`config.mk`:
```
export PLATFORM = sky130hd
export DESIGN_NAME = ascii_encoder
export DESIGN_NICKNAME = d
export VERILOG_FILES = /design/src/rtl/encoder_pkg.sv /design/src/rtl/ascii_encoder_bin2ascii2.sv /design/src/rtl/ascii_encoder.sv
export SDC_FILE = /design/constraint.sdc
export NUM_CORES = 1
export LEC_CHECK = 0
export ABC_CLOCK_PERIOD_IN_PS = 4900
export CORE_ASPECT_RATIO = 1.4
export CORE_MARGIN = 2
export CORE_UTILIZATION = 61
export CTS_CLUSTER_SIZE = 8
export DETAILED_ROUTE_END_ITERATION = 8
export HOLD_SLACK_MARGIN = 0.03
export PLACE_DENSITY = 0.87
export SLEW_MARGIN = 20
export SYNTH_ARGS = -nofsm -noshare
export SYNTH_HDL_FRONTEND = slang
export SYNTH_SLANG_ARGS = --single-unit
export TNS_END_PERCENT = 30
```
`constraint.sdc`:
```
create_clock -name iClk -period 4.9 [get_ports iClk]
set_input_delay 0.49 -clock iClk [delete_from_list [all_inputs] [get_ports iClk]]
set_output_delay 0.49 -clock iClk [all_outputs]
set_load 0.02 [all_outputs]
```
`src/rtl/encoder_pkg.sv`:
```
// Shared definitions for the ASCII time-report encoder: FSM encoding,
// frame length, field range limits and ASCII character constants.
package encoder_pkg;

  typedef enum logic [1:0] {
    IDLE = 2'd0,
    LOAD = 2'd1,
    SEND = 2'd2,
    DONE = 2'd3
  } stateT;

  localparam int FRAME_LEN = 11;
  localparam logic [3:0] LAST_INDEX = 4'(FRAME_LEN - 1);

  localparam logic [5:0] HOUR_MAX = 6'd23;
  localparam logic [5:0] MINSEC_MAX = 6'd59;

  localparam logic [7:0] CR    = 8'h0D;
  localparam logic [7:0] LF    = 8'h0A;
  localparam logic [7:0] COLON = 8'h3A;
  localparam logic [7:0] ZERO  = 8'h30;
  localparam logic [7:0] DASH  = 8'h2D;

endpackage

```
`src/rtl/ascii_encoder_bin2ascii2.sv`:
```
// Converts a 6-bit binary field into two ASCII decimal digits, most
// significant first, or "--" when the value exceeds its range limit.
module bin2ascii2
  import encoder_pkg::*;
(
  input  logic [5:0] value,
  input  logic [5:0] limit,
  output logic [7:0] tens,
  output logic [7:0] ones
);

  logic [5:0] tensDigit;
  logic [5:0] onesDigit;

  // Split the value into decimal digits and map them to ASCII, or dashes
  // when the field is out of range.
  always_comb begin
    tensDigit = value / 6'd10;
    onesDigit = value % 6'd10;
    if (value > limit) begin
      tens = DASH;
      ones = DASH;
    end else begin
      tens = ZERO + {2'b00, tensDigit};
      ones = ZERO + {2'b00, onesDigit};
    end
  end

endmodule

```
`src/rtl/ascii_encoder.sv`:
```
// Emits one 11-byte ASCII time report "T HH:MM:SS CR LF" into a UART TX
// FIFO per start request, stalling cleanly while the FIFO is full.
module ascii_encoder
  import encoder_pkg::*;
(
  input  logic       iClk,
  input  logic       iRst,
  input  logic       iStart,
  input  logic [7:0] iTag,
  input  logic [4:0] iHour,
  input  logic [5:0] iMin,
  input  logic [5:0] iSec,
  input  logic       iFull,
  output logic [7:0] oData,
  output logic       oPush,
  output logic       oBusy,
  output logic       oDone
);

  stateT state;
  stateT stateNext;

  logic [7:0] tagQ;
  logic [4:0] hourQ;
  logic [5:0] minQ;
  logic [5:0] secQ;

  logic [7:0] h1, h0, m1, m0, s1, s0;
  logic [7:0] h1Q, h0Q, m1Q, m0Q, s1Q, s0Q;

  logic [3:0] index;
  logic [7:0] frameByte;

  bin2ascii2 hourConv (
    .value ({1'b0, hourQ}),
    .limit (HOUR_MAX),
    .tens  (h1),
    .ones  (h0)
  );

  bin2ascii2 minConv (
    .value (minQ),
    .limit (MINSEC_MAX),
    .tens  (m1),
    .ones  (m0)
  );

  bin2ascii2 secConv (
    .value (secQ),
    .limit (MINSEC_MAX),
    .tens  (s1),
    .ones  (s0)
  );

  // FSM state register.
  always_ff @(posedge iClk or posedge iRst) begin
    if (iRst) state <= IDLE;
    else      state <= stateNext;
  end

  // Next-state and output decode; push is gated directly by the FIFO flag.
  always_comb begin
    stateNext = state;
    oPush     = 1'b0;
    oBusy     = 1'b1;
    oDone     = 1'b0;
    oData     = 8'h00;
    case (state)
      IDLE: begin
        oBusy = 1'b0;
        if (iStart) stateNext = LOAD;
      end
      LOAD: stateNext = SEND;
      SEND: begin
        oPush = !iFull;
        oData = frameByte;
        if (!iFull && index == LAST_INDEX) stateNext = DONE;
      end
      DONE: begin
        oDone     = 1'b1;
        stateNext = IDLE;
      end
      default: stateNext = IDLE;
    endcase
  end

  // Snapshot the inputs on an accepted start so later changes cannot leak in.
  always_ff @(posedge iClk or posedge iRst) begin
    if (iRst) begin
      tagQ  <= 8'h00;
      hourQ <= 5'd0;
      minQ  <= 6'd0;
      secQ  <= 6'd0;
    end else if (state == IDLE && iStart) begin
      tagQ  <= iTag;
      hourQ <= iHour;
      minQ  <= iMin;
      secQ  <= iSec;
    end
  end

  // Register the converted digit characters during the LOAD cycle.
  always_ff @(posedge iClk or posedge iRst) begin
    if (iRst) begin
      h1Q <= 8'h00;
      h0Q <= 8'h00;
      m1Q <= 8'h00;
      m0Q <= 8'h00;
      s1Q <= 8'h00;
      s0Q <= 8'h00;
    end else if (state == LOAD) begin
      h1Q <= h1;
      h0Q <= h0;
      m1Q <= m1;
      m0Q <= m0;
      s1Q <= s1;
      s0Q <= s0;
    end
  end

  // Byte index: cleared in LOAD, advanced only on an accepted push.
  always_ff @(posedge iClk or posedge iRst) begin
    if (iRst)                          index <= 4'd0;
    else if (state == LOAD)            index <= 4'd0;
    else if (state == SEND && !iFull)  index <= index + 4'd1;
  end

  // Select the frame byte at the current index.
  always_comb begin
    frameByte = 8'h00;
    case (index)
      4'd0:    frameByte = tagQ;
      4'd1:    frameByte = h1Q;
      4'd2:    frameByte = h0Q;
      4'd3:    frameByte = COLON;
      4'd4:    frameByte = m1Q;
      4'd5:    frameByte = m0Q;
      4'd6:    frameByte = COLON;
      4'd7:    frameByte = s1Q;
      4'd8:    frameByte = s0Q;
      4'd9:    frameByte = CR;
      4'd10:   frameByte = LF;
      default: frameByte = 8'h00;
    endcase
  end

endmodule

```
# Word level (Yosys, flattened, before mapping)
# Index checks and enable logic that the tools add are counted.
# Widths: inputs -> output; s select.
# word_totals
ramBits	0
memories	0
register_bits	79
latch_bits	0
in_bits	29
rom_bits	0
wordCells	68
# classes
n_bitwise	0
mul	0
shift	0
n_reduce_logical	9
n_addsub	7
div	6
order_cmp	3
n_mux	16
n_eq_ne	15
# ops
operator	n
$pmux 8 s10	1
$mux 8	7
$add 6x6->7 const A	6
$eq 4x3->1 const B	4
$div 6x4->6 const B	2
$eq 4x4->1 const B	3
$gt 6x6->1 const B	2
$mod 6x4->6 const B	2
$eq 4x2->1 const B	2
$mux 4	2
$pmux 2 s4	1
$div 5x4->6 const B	1
$mod 5x4->6 const B	1
$gt 5x5->1 const B	1
$add 4x1->4 const B	1
$eq 2x2->1 const B	2
$eq 4x1->1 const B	1
$logic_not 4->1	1
$mux 2	2
$ne 2x2->1 const B	2
$logic_and 1x1->1	3
$mux 1	3
$eq 2x1->1 const B	1
$logic_not 2->1	1
4 further kinds	4

# Depth between registers and ports, before layout
# logic_depth
ltp_word	4
ltp_mapped	10

# Modules after synthesis
# A second synthesis with hierarchy kept.
# unflattened
cells_unflattened	543
area_unflattened_um2	5413.9
# modules_own_cells
module	instances	cells_each	area_per_inst_um2	seq_area_each_um2
ascii_encoder	1	293	3783.6	1976.9
bin2ascii2 at hourConv ...	2	86	551.8	0.0
bin2ascii2 at secConv	1	78	526.8	0.0

# Worst setup path after synthesis
# Ideal clock, no wire load.
# synth_path
kind	reg2out
from	reg index[0]
to	out oData[5]
path_stages_with_launch	9
t_required_ns	4.410
setup_slack_ns	2.719
t_arrival_ns	1.691
n_path_buf	2
cell_sequence	dfrtp_1 > inv_1 > ha_1 > buf_2 > buf_2 > nor3_1 > o22ai_1 > nand2_1 > a31oi_1
# synth_via
elab_chain_cells	4
elab_cells_between_ends	14
classes_between	10 x eq/ne; 2 x mux; 2 x reduce/logical
# synth_lines
item	line_no	rtl
start: declaration	ascii_encoder.sv:31	logic [3:0] index;
start signal: assignment	ascii_encoder.sv:125	else if (state == SEND && !iFull) index <= index + 4'd1;
$eq 4x3->1 or $eq 4x2->1 (tied branches)	ascii_encoder.sv:131	case (index)
$reduce_or 2->1 (no source line)	--	
$pmux 8 s10 *	ascii_encoder.sv:131	
$mux 8 *	ascii_encoder.sv:68	case (state)
end: declaration	ascii_encoder.sv:14	output logic [7:0] oData,
# Every way passes the cells marked *; elsewhere a longest branch is shown, timed or not.

# Final worst setup path
# layout_path
from	reg index[1]
to	out oData[1]
# Same word-level chain as after synthesis.

==> results.json <==
{
  "hp-class": "input pin to async pin",
  "dieHeight_um": 97.4,
  "worst_pin_slew_ns": 0.758,
  "diodes": 0,
  "clock-sinks": 67,
  "path_class": "flip-flop to primary output",
  "grt_pass1_wl_mm": 13.5,
  "synthArstFlopShare": 1.00,
  "arrival_ns": 2.89,
  "hpwl_mm": 5.62,
  "post-route-util": 0.707,
  "ys_seq_area_frac": 0.441,
  "grt-ovfl-total": 0,
  "hold_ws_ns": 0.395,
  "synth_edf_count": 0,
  "dr.pass1.iters": 7,
  "grt_max_degree": 57,
  "synth_area_um2": 3800,
  "via_per_inst": 6.18,
  "crit_required_ns": 4.41,
  "root_buffer": "clkbuf_8",
  "drc": 0,
  "finalMaxSlewViolations": 0,
  "drive_above_1_share": 0.116,
  "crit_chain": "inv_1 -> ha_1 -> a21oi_1 -> o21a_1 -> or3_1 -> a21oi_1 -> clkdlybuf4s50_1",
  "io_pins": 40,
  "fin_crit_sh": 0.690,
  "cts.path.max_buffers": 2,
  "peakVddDrop_mv": 0.359,
  "startpoint_type": "flip-flop",
  "skew_ns": 0.0106,
  "setup_violations": 0,
  "powerDensity_nw_per_um2": 680,
  "core_um2": 6130,
  "htree_levels": 3,
  "ys_dominant_reg_cell": "dfrtp_1",
  "drt_wl_total_mm": 8.08,
  "final.min_clock_period_ns": 3.38,
  "synth_cell_types": 60,
  "wire_per_inst_um": 16.4,
  "synthCells": 391,
  "crit_fanout": 17,
  "grt_pass1_vias": 2911,
  "syn_avg_cell_area_um2": 9.72,
  "cts_tree": "built",
  "antenna_left": 0,
  "hold_viol": 0,
  "cts.clk_slew.worst_paths_ns": 0.07,
  "antenna_found_initial": 0,
  "cts_hold_buf": 0,
  "clock_latency_ns": 0.34,
  "yosys_register_bits": 67,
  "drtIter0Drc": 247,
  "vias": 3047,
  "path_common_cell": "a21oi_1",
  "reg2reg_slack_ns": 2.96,
  "area_growth_pct": 14.0,
  "ys.warnings.count": 0,
  "grt_usage": 0.245,
  "gp_congestion": 0.879,
  "fmax_ghz": 0.296,
  "status": "complete, no violations",
  "timing.slew.headroom": 0.495,
  "cts_setup_buffers": 0,
  "initial_core_util": 0.620,
  "leakage_uw": 0.00182,
  "slowest_stage": "clkdlybuf4s50_1",
  "postCtsResizedCells": 0,
  "setup_tns_ns": 0,
  "cts_made_buffers": 9,
  "slowest_delay_ns": 0.62,
  "endpoint_kind": "primary output",
  "die_area_um2": 6880,
  "portBuffers": 39,
  "fin_nets": 459,
  "rsz0062_at_grt": "false",
  "maxCapViolCount": 0,
  "die_w_um": 70.7,
  "fp-row-count": 34
}
==> registers in the layout, summed over array words and instances (netlist names) <==
signal	count
hourQ	5
m0Q	7
state	2
index	4
h0Q	7
secQ	6
s1Q	5
s0Q	7
h1Q	5
minQ	6
tagQ	8
m1Q	5
==> synth_stat cells (3+ instances only) <==
library cell / number / area, µm²
a21o_1: 5 / 37.5
ha_1: 14 / 175
clkbuf_1: 10 / 37.5
nor2b_1: 10 / 62.6
a221oi_1: 3 / 26.3
o211ai_1: 3 / 22.5
nor3_1: 6 / 30.0
o21ai_0: 16 / 80.1
buf_1: 4 / 15.0
a222oi_1: 4 / 40.0
a21oi_1: 24 / 120
a211oi_1: 3 / 22.5
o22a_1: 4 / 35.0
a22o_1: 4 / 35.0
nand3b_1: 5 / 37.5
and2_1: 3 / 18.8
nand2_1: 22 / 82.6
a221o_1: 3 / 30.0
nand3_1: 4 / 20.0
o21a_1: 8 / 60.1
a31oi_1: 11 / 68.8
o2bb2ai_1: 6 / 52.6
mux2_2: 27 / 304
buf_2: 16 / 80.1
dfrtp_1: 67 / 1680
nand2b_1: 5 / 31.3
xor2_1: 3 / 26.3
inv_1: 19 / 71.3
nor2_1: 39 / 146
==> path summary, 6_finish.rpt <==
kind | startpoint | end | depth (start not counted)
max reg2reg | state[1] | m0Q[1] | 5
max in group asynchronous | iRst | m0Q[0] | 3
min reg2reg | minQ[0] | m0Q[0] | 1
min | iRst | minQ[1] | 2
max | index[1] | oData[1] | 7
min in group iClk | minQ[0] | m0Q[0] | 1
==> where the power goes <==
part           leakage, µW  internal (µW)  switching (µW)
sequential        0.000788            818             329
clock            0.0000791            181             207
combinational     0.000952            688             721
total              0.00182           1690            1260
==> layout make-up <==
cell class	count	area [µm²]
clock buffer	11	131
clock inverter	5	30.0
fill	493	1800
inverter	19	71.3
multi-input combinational	278	1920
sequential	67	1680
tap	72	90.1
timing repair buffer	41	405
==> worst max-delay path: cells and delay by family (launching register included) <==
family	cells	cell delay, ns
AOI/OAI and AO/OA	3	0.50
buffers and inverters	2	0.74
and+or+nand+nor	1	0.34
adders and majority gates	1	0.54
DFF	1	0.42
==> per-layer routing <==
layer | global-route usage | wire (µm) | up-vias
li1 | - | - | 1458
met4 | 0.0885 | 206 | 0
met3 | 0.0529 | 374 | 22
met2 | 0.410 | 4150 | 116
met1 | 0.310 | 3350 | 1451
met5 | 0 | 0 | -
==> logic make-up (layout without fill, tap and decap cells) <==
| kind of cell | Yosys count | in the layout | synth area share |
|---|---|---|---|
| AO/OA/AOI/OAI | 117 | 117 | 0.218 |
| XOR/XNOR | 5 | 5 | 0.0115 |
| adder cells (fa/ha/maj) | 15 | 15 | 0.0487 |
| buffers and inverters | 50 | 76 | 0.0567 |
| flip-flops | 67 | 67 | 0.441 |
| multiplexers | 28 | 28 | 0.0827 |
| other | 1 | 5 | 0.000987 |
| AND/OR/NAND/NOR | 108 | 108 | 0.140 |
==> cells in the final DEF (no fill, tap or decap), types with 4 or more instances in the layout <==
cell,n
nor3_1,6
nand3b_1,5
nand2_1,21
conb_1,5
nand2b_1,5
a21oi_1,24
clkbuf_8,9
nor2_1,39
inv_1,18
mux2_2,27
o21a_1,8
o22a_1,4
o2bb2ai_1,6
ha_1,14
dfrtp_1,67
clkdlybuf4s50_1,39
a22o_1,4
nand3_1,4
a31oi_1,11
nor2b_1,10
a21o_1,5
o21ai_0,16
a222oi_1,4
==> metrics by stage <==
step           cell area, µm²  power (µW)  instances  worst slack (ns)
6_report                 4330        2940        493              1.52
5_1_grt                  4330        3160        493              1.28
4_1_cts                  4330        2940        493              1.54
3_5_place_dp             4170        2540        477              1.93
3_3_place_gp             4170        2470        477              2.04
2_1_floorplan            3810        2190        395              2.72
Power figures use the tool's default switching activity.
